<file path="src/rtl/fft_pkg.sv">
// Shared definitions for the FFT mux/demux/commutator family: sample width and
// routing state encoding.
package fft_pkg;

  localparam int unsigned WL_DEF   = 18;
  localparam int unsigned SAMPLE_W = WL_DEF + 1;

  typedef enum logic [1:0] {
    StIdle   = 2'd0,
    StRoute0 = 2'd1,
    StRoute1 = 2'd2
  } route_state_e;

  // Counter width for a modulo-half counter; never narrower than one bit.
  function automatic int unsigned cnt_width(input int unsigned half);
    return (half > 1) ? $clog2(half) : 1;
  endfunction

endpackage

</file>
<file path="src/rtl/demux_half_counter.sv">
// Modulo-HALF sample counter with enable, start-of-frame clear-to-one and a
// wrap pulse on the last sample of each half-frame.
module demux_half_counter
  import fft_pkg::*;
#(
  parameter int unsigned HALF = 8,
  localparam int unsigned CW  = cnt_width(HALF)
) (
  input  logic          clk,
  input  logic          rst,
  input  logic          en,
  input  logic          clr,
  output logic [CW-1:0] cnt,
  output logic          wrap
);

  localparam logic [CW-1:0] Last = CW'(HALF - 1);
  // The start-of-frame sample itself is the first of the half.
  localparam logic [CW-1:0] SofNext = (HALF > 1) ? CW'(1) : '0;

  logic [CW-1:0] cnt_q, cnt_d;
  logic          at_last;

  assign at_last = (cnt_q == Last);
  assign wrap    = en & ~clr & at_last;
  assign cnt     = cnt_q;

  always_comb begin
    cnt_d = cnt_q;
    if (clr) begin
      cnt_d = SofNext;
    end else if (en) begin
      cnt_d = at_last ? '0 : cnt_q + CW'(1);
    end
  end

  always_ff @(posedge clk or posedge rst) begin
    if (rst) begin
      cnt_q <= '0;
    end else begin
      cnt_q <= cnt_d;
    end
  end

endmodule

</file>
<file path="src/rtl/demux_1to2_complex_seq.sv">
// Self-sequenced 1-to-2 complex demux: first half-frame to lane 0, second to lane 1.
// Optional macro DEMUX_SYNC_ERR_EN adds a sync_err pulse for early/late frames.
module demux_1to2_complex_seq
  import fft_pkg::*;
#(
  parameter int unsigned WL   = WL_DEF,
  parameter int unsigned HALF = 8
) (
  input  logic               clk,
  input  logic               rst,
  input  logic               in_valid,
  input  logic               in_sof,
  input  logic signed [WL:0] in_real,
  input  logic signed [WL:0] in_imag,
  output logic signed [WL:0] out0_real,
  output logic signed [WL:0] out0_imag,
  output logic               out0_valid,
  output logic signed [WL:0] out1_real,
  output logic signed [WL:0] out1_imag,
  output logic               out1_valid,
  output logic               sel,
`ifdef DEMUX_SYNC_ERR_EN
  output logic               busy,
  output logic               sync_err
`else
  output logic               busy
`endif
);

  localparam int unsigned CW = cnt_width(HALF);
  // With a one-sample half, the start-of-frame sample already completes lane 0.
  localparam route_state_e SofState = (HALF == 1) ? StRoute1 : StRoute0;

  route_state_e state_q, state_d;

  logic [CW-1:0] cnt;
  logic          wrap;
  logic          cnt_en;
  logic          sof_acc;
  logic          to_lane0;
  logic          to_lane1;

  logic signed [WL:0] out0_re_q, out0_im_q, out1_re_q, out1_im_q;
  logic               out0_vld_q, out1_vld_q;

  assign sof_acc = in_valid & in_sof;
  assign cnt_en  = in_valid & ((state_q != StIdle) | in_sof);

  demux_half_counter #(
    .HALF (HALF)
  ) u_half_counter (
    .clk  (clk),
    .rst  (rst),
    .en   (cnt_en),
    .clr  (sof_acc),
    .cnt  (cnt),
    .wrap (wrap)
  );

  always_comb begin
    state_d  = state_q;
    to_lane0 = 1'b0;
    to_lane1 = 1'b0;
    if (in_valid) begin
      if (in_sof) begin
        // Resync wins over the wrap toggle.
        to_lane0 = 1'b1;
        state_d  = SofState;
      end else begin
        unique case (state_q)
          StRoute0: begin
            to_lane0 = 1'b1;
            if (wrap) state_d = StRoute1;
          end
          StRoute1: begin
            to_lane1 = 1'b1;
            if (wrap) state_d = StRoute0;
          end
          default: ;
        endcase
      end
    end
  end

  always_ff @(posedge clk or posedge rst) begin
    if (rst) begin
      state_q    <= StIdle;
      out0_re_q  <= '0;
      out0_im_q  <= '0;
      out1_re_q  <= '0;
      out1_im_q  <= '0;
      out0_vld_q <= 1'b0;
      out1_vld_q <= 1'b0;
    end else begin
      state_q    <= state_d;
      out0_vld_q <= to_lane0;
      out1_vld_q <= to_lane1;
      if (to_lane0) begin
        out0_re_q <= in_real;
        out0_im_q <= in_imag;
      end
      if (to_lane1) begin
        out1_re_q <= in_real;
        out1_im_q <= in_imag;
      end
    end
  end

  assign out0_real  = out0_re_q;
  assign out0_imag  = out0_im_q;
  assign out0_valid = out0_vld_q;
  assign out1_real  = out1_re_q;
  assign out1_imag  = out1_im_q;
  assign out1_valid = out1_vld_q;
  assign sel        = (state_q == StRoute1);
  assign busy       = (state_q != StIdle);

`ifdef DEMUX_SYNC_ERR_EN
  logic sync_err_q;

  // A frame start is only expected on the first sample of lane 0.
  always_ff @(posedge clk or posedge rst) begin
    if (rst) begin
      sync_err_q <= 1'b0;
    end else begin
      sync_err_q <= sof_acc & (((state_q == StRoute0) & (cnt != '0)) | (state_q == StRoute1));
    end
  end

  assign sync_err = sync_err_q;
`else
  logic unused_cnt;
  assign unused_cnt = ^cnt;
`endif

endmodule

</file>
<file path="config.mk">
export PLATFORM = sky130hd
export DESIGN_NAME = demux_1to2_complex_seq
export DESIGN_NICKNAME = d
export VERILOG_FILES = /design/src/rtl/fft_pkg.sv /design/src/rtl/demux_half_counter.sv /design/src/rtl/demux_1to2_complex_seq.sv
export SDC_FILE = /design/constraint.sdc
export NUM_CORES = 1
export LEC_CHECK = 0
export ABC_CLOCK_PERIOD_IN_PS = 2800
export BUFFER_PORTS_ARGS = -buffer_cell sky130_fd_sc_hd__buf_2
export CORE_MARGIN = 5
export CORE_UTILIZATION = 49
export DETAILED_ROUTE_END_ITERATION = 6
export GPL_ROUTABILITY_DRIVEN = 0
export GPL_TIMING_DRIVEN = 0
export PLACE_DENSITY = 0.8
export SYNTH_ARGS = -nofsm -noshare
export SYNTH_HDL_FRONTEND = slang
export SYNTH_SLANG_ARGS = --single-unit
</file>
<file path="constraint.sdc">
create_clock -name clk -period 2.8 [get_ports clk]
set_input_delay 0 -clock clk [delete_from_list [all_inputs] [get_ports clk]]
set_output_delay 0 -clock clk [all_outputs]
set_load 0.02 [all_outputs]
</file>
==> results by group, run 1 <==
Status
  • Status: finished, final reports clean

Critical path
  • Critical Path Fanout Max: 10
  • Top cell by count, worst path: buf_6
  • CP Launch Type: flip-flop
  • Reg2reg start: state_q[0]
  • FF-to-FF setup slack: 1.15 ns
  • CP required: 3.02 ns
  • CP cell instances: nor2b_1 -> o21ai_1 -> buf_6 -> buf_6 -> mux2_4
  • Setup CP Type: flip-flop to flip-flop
  • Worst Setup End Kind: flip-flop
  • WP data arrival: 1.87 ns
  • FF-to-FF End: out0_imag[8]
  • Reg2reg path depth: 5
  • Peak per-stage delay on the critical path: 0.44 ns
  • Critical Path Slowest Stage Cell: dfrtp_1

Place
  • Port bufs: 120
  • Placed cell area: 0.00399 sq mm
  • Placed insts: 394
  • Worst setup slack after placement: 1.15 ns
  • Placed wire-length estimate: 4980 microns

Timing
  • Slew margin rel.: 0.782
  • Worst-Margin Slew: 0.327 ns
  • RSZ-0062 raised after global routing: false
  • Final max-slew violation count: 0
  • Tcrit/Tclk final: 0.590
  • Min setup slack post-route: 1.15 ns
  • Tmin final: 1.65 ns
  • Clk_skew: 0.00845 ns
  • Final setup vio count: 0
  • Peak Freq: 606 MHz
  • Final Hold Viols: 0

GRT
  • Congestion Overflow GR: 0
  • Global-route wire length before repair: 12,100 microns
  • Grt met3 use: 0.0512
  • Met1 Use GR: 0.221
  • Largest net degree at the start of global routing: 68
  • Vias in the first global route: 2,442
  • Gr usage total: 0.181
  • Initial antenna violation count: 0
  • Top Usage Layer GRT: met2
  • Routing usage on met2: 0.307

Synthesis
  • Cell Area, Synth: 0.00326 sq mm
  • Ys flop type: dfrtp_1
  • Netlist cell types: 24
  • Async set-reset flop share out of synthesis: 1.00
  • Mapped Nets: 240
  • Post-synth EDFFs: 0
  • Area contributors post-synth: dfrtp_1 64%, mux2_2 18%, mux2_4 8.3%
  • Post-Syn Instances: 196
  • Post-synth top area cell: dfrtp_1
  • Most common library cells after synthesis: 83 x dfrtp_1, 51 x mux2_2, 18 x mux2_4
  • Synth warn: 0
  • Yosys reg bits: 83
  • Syn Area/Cell: 16.6 sq um
  • Yosys top cell area share: 0.637
  • Count leader, synth: dfrtp_1
  • Register area share after synthesis: 0.637

Route
  • Final wirelength: 7320 microns
  • Initial DRC count: 31
  • Average wire per standard cell: 16.2 microns
  • DR vias/cell: 4.93
  • Via count: 2,229
  • Drt pass-1 iters: 4
  • Post-route ant nets: 0
  • Drt drc: 0

CTS
  • H-tree levels: 3
  • CTS sink cnt: 83
  • Worst-path clk slew: 0.08 ns
  • Setup Fix Bufs, Post-CTS: 0
  • Longest Clk Path Bufs: 2
  • CTS tree: built
  • Inserted Clock Buffers: 9
  • Post_cts resized: 0
  • CTS root buffer: clkbuf_8
  • Post-cts hold buffer count: 42
  • Worst skew pair latency: 0.33 ns

Final layout
  • Final instance count without filler cells: 452
  • Diode count: 0
  • Layout cells sized above 1: 0.581
  • Multi-input gate area: 0.00107 sq mm
  • Area delta synth->final: 42.1%
  • Fin nets: 414
  • Register area: 0.00208 sq mm
  • Final instance area: 0.00463 sq mm
  • Fill count: 409
  • Final core utilization: 0.721

Power and ir drop
  • Total power: 4350 uW
  • Cell Pwr Density: 941 mW/mm^2
  • P_leak: 0.00236 uW
  • Maximum VDD drop: 0.000498 V

Run
  • Max-Cap Viols: 0

Die
  • Num rows: 29
  • Starting density of the core: 0.507
  • Core ar.: 0.00642 sq mm
  • Full die area: 0.00838 sq mm
  • Die Y: 91.5 microns
  • Die Width: 91.5 microns
  • IO Pins: 122

Hold path
  • Hold/Removal Path Class: input port to asynchronous set/reset pin
## through the flow
| stage | setup TNS [ns] | hold slack (ns) |
|---|---|---|
| 2_1_floorplan | 0 | 0.0891 |
| 3_3_place_gp | -18.82 | 0.230 |
| 3_5_place_dp | 0 | -0.0473 |
| 4_1_cts | 0 | 0.129 |
| 5_1_grt | 0 | 0.155 |
| 6_report | 0 | 0.141 |
## state kept, by name (all words and copies together) (netlist names)
signal and flops:
out1_valid 1, state_q 2, out0_real 19, u_half_counter.cnt 3
out1_real 19, out1_imag 19, out0_valid 1, out0_imag 19
## critical path, delay by kind of cell (launching register included)
family	cells	cell delay, ns
buffers and inverters	2	0.39
AOI/OAI and AO/OA	1	0.23
DFF	1	0.44
and+or+nand+nor	1	0.16
muxes	1	0.31
## layout by cell type (no fill, tap or decap), types with 3 or more instances in the layout
master,instances
buf_2,123
buf_6,3
clkbuf_8,13
dfrtp_1,83
dlygate4sd3_1,42
inv_1,7
mux2_1,7
mux2_2,51
mux2_4,18
## how the worst max path moves through the flow
stage	start	depth (start not counted)	endpoint
floorplan	rst	1	out0_imag[0]
global route	state_q[0]	4	out0_imag[13]
CTS	state_q[0]	5	out0_imag[8]
detailed placement	state_q[0]	5	out0_imag[8]
global placement	rst	2	out1_imag[14]
finish	state_q[0]	5	out0_imag[8]
## power breakdown
group	switching [uW]	leakage (uW)	internal, uW
combinational	900	0.00122	733
clock	404	0.000116	510
sequential	217	0.00103	1590
total	1520	0.00236	2830
## cell type report
class	count	area share
repair buffers	163	0.227
well taps	77	0.0208
clock inverters	3	0.00946
clock buffers	13	0.0387
multi-input cells	96	0.232
inverters	8	0.00703
plain buffers	9	0.0170
flip-flops and latches	83	0.449
## routing by layer
metal | vias up | wire [microns]
met3 | 8 | 478
met2 | 78 | 3730
met4 | 0 | 93
met5 | - | 0
li1 | 1040 | -
met1 | 1103 | 3020
## cells by family (layout without fill, tap and decap cells)
logic type	after synthesis	count (layout)	share of synthesized area
muxes	76	76	0.283
and+or+nand+nor	6	6	0.0119
AOI/OAI and AO/OA	12	12	0.0261
adders and majority gates	2	2	0.00768
DFF	83	83	0.637
buffers and inverters	17	196	0.0334
(Power assumes the default switching activity.)
==> run 2: changes to the inputs <==
Settings changed: ABC_CLOCK_PERIOD_IN_PS 2800 to 1600.
Clock period 2.8 ns to 1.6 ns, I/O delays scaled along.
==> run 2 against run 1 <==
First-iteration DRC count increased by 23%. Utilization increased by 0.19 points. Sequential power grew 75%. Register-to-register slack worse by 1.1 ns. Non-clock buffer count grew 1. Via count up 0.67%. Clock-buffer cell count fell by 1. Clock power increased by 70%. Largest cell class unchanged.
==> results by group, run 2 (synthesized netlist as in run 1, its figures left out) <==
Status
  • Status: finished, final reports clean

Critical path
  • Peak per-stage delay on the critical path: 0.45 ns
  • Family with the most delay on the worst path: flip-flops
  • CP required: 1.83 ns
  • CP bufs+invs: 2
  • CP Launch Type: flip-flop
  • Setup CP Type: flip-flop to flip-flop
  • Worst Setup End Kind: flip-flop
  • WP data arrival: 1.79 ns
  • Critical Path Slowest Stage Cell: dfrtp_2
  • CP cell instances: nor2b_4 -> and3_4 -> buf_6 -> buf_8 -> mux2_4
  • Critical Path Fanout Max: 10

Power and ir drop
  • P_leak: 0.00236 uW
  • Total power: 7630 uW
  • Maximum VDD drop: 0.000901 V
  • Cell Pwr Density: 1640 mW/mm^2

Timing
  • Post-Route Hold Slack: 0.139 ns
  • Worst-Margin Slew: 0.258 ns
  • Min setup slack post-route: 0.0431 ns
  • Tcrit/Tclk final: 0.973
  • Clk_skew: 0.00715 ns
  • Final max-slew violation count: 0
  • Peak Freq: 642 MHz
  • Slew margin rel.: 0.827
  • Final setup vio count: 0
  • Final Hold Viols: 0
  • Tmin final: 1.56 ns

Route
  • Post-route ant nets: 0
  • Final wirelength: 7690 microns
  • Drt drc: 0
  • Initial DRC count: 38
  • Drt pass-1 iters: 4
  • Average wire per standard cell: 17.0 microns
  • Via count: 2,244
  • DR vias/cell: 4.95

Die
  • IO Pins: 122
  • Full die area: 0.00838 sq mm
  • Starting density of the core: 0.507
  • Die Y: 91.5 microns
  • Die Width: 91.5 microns
  • Core ar.: 0.00642 sq mm
  • Num rows: 29

GRT
  • Vias in the first global route: 2,548
  • Gr usage total: 0.189
  • Largest net degree at the start of global routing: 40
  • Global-route wire length before repair: 12,500 microns
  • Initial antenna violation count: 0
  • Congestion Overflow GR: 0

Run
  • Max-Cap Viols: 0

Final layout
  • Fin nets: 415
  • Final instance count without filler cells: 453
  • Most frequent cells in the layout: 121 x buf_2, 82 x dfrtp_1, 51 x mux2_2
  • Diode count: 0
  • Layout cells sized above 1: 0.590
  • Final instance area: 0.00464 sq mm
  • Commonest non-fill, non-tap cell in the layout: buf_2
  • Area delta synth->final: 42.4%

Place
  • Placed cell area: 0.00400 sq mm
  • Placed insts: 395
  • Placed wire-length estimate: 5210 microns
  • Port bufs: 120
  • Worst setup slack after placement: -0.0810 ns

CTS
  • CTS root buffer: clkbuf_8
  • Longest Clk Path Bufs: 2
  • CTS sink cnt: 83
  • H-tree levels: 3
  • CTS tree: built
  • Worst-path clk slew: 0.08 ns
  • Inserted Clock Buffers: 9
  • Worst skew pair latency: 0.34 ns

Hold path
  • Hold/Removal Path Class: input port to asynchronous set/reset pin
-- run 2: cell count changes in the layout (fill, tap and decap cells not counted), sizes merged --
cell         change
clkinvlp         +2
clkbuf           +1
dlygate4sd3      -1
inv              -1
-- run 2: power breakdown --
part	internal [uW]	leakage, uW	switching [uW]
combinational	1300	0.00122	1610
sequential	2780	0.00103	378
clock	844	0.000108	717
-- run 2: path summary, 6_finish.rpt --
check	startpoint	to	slack (ns)	depth (start not counted)
min reg2reg	out1_real[13]	out1_real[13]	0.48	1
max	state_q[0]	out1_imag[7]	0.04	5
max in group asynchronous	rst	out0_real[12]	0.75	5
max reg2reg	state_q[0]	out1_imag[7]	0.04	5
min	rst	out0_imag[2]	0.14	3
min in group clk	in_imag[18]	out1_imag[18]	0.43	3
-- run 2: cell type report --
| cell class | count | area (sq um) |
|---|---|---|
| flip-flops and latches | 83 | 2080 |
| fillers | 456 | 1780 |
| multi-input cells | 96 | 1080 |
| repair buffers | 165 | 1070 |
| clock buffers | 12 | 165 |
| well taps | 77 | 96.3 |
| plain buffers | 8 | 72.6 |
| clock inverters | 4 | 47.5 |
| inverters | 8 | 33.8 |
-- run 2: routing by layer --
metal	global-route usage	vias up	wire [microns]
met3	0.0529	14	487
met5	0	-	0
li1	-	1033	-
met4	0.0540	0	99
met2	0.340	88	4060
met1	0.219	1109	3050
-- run 2: timing repair --
item / CTS / global route
hold endpoints to repair: 125 / 0
setup endpoints to repair: 30 / 29
hold buffers: 41 / 0
setup buffers: 0 / 2
pin swaps: 0 / 0
gates cloned: 0 / 0
resized for setup: 2 / 2
-- run 2: worst register-to-register path, delay by kind of cell (launching register included) --
family / cells / cell delay, ns
AND/OR/NAND/NOR: 2 / 0.34
buffers and inverters: 2 / 0.34
multiplexers: 1 / 0.32
flip-flops: 1 / 0.45
-- run 2: metrics by stage --
| stage | util | setup TNS, ns |
|---|---|---|
| 2_1_floorplan | - | 0 |
| 3_3_place_gp | 0.617 | -1.62 |
| 3_5_place_dp | 0.623 | -2.03 |
| 4_1_cts | 0.719 | 0 |
| 5_1_grt | 0.723 | -0.00450 |
| 6_report | 0.723 | 0 |
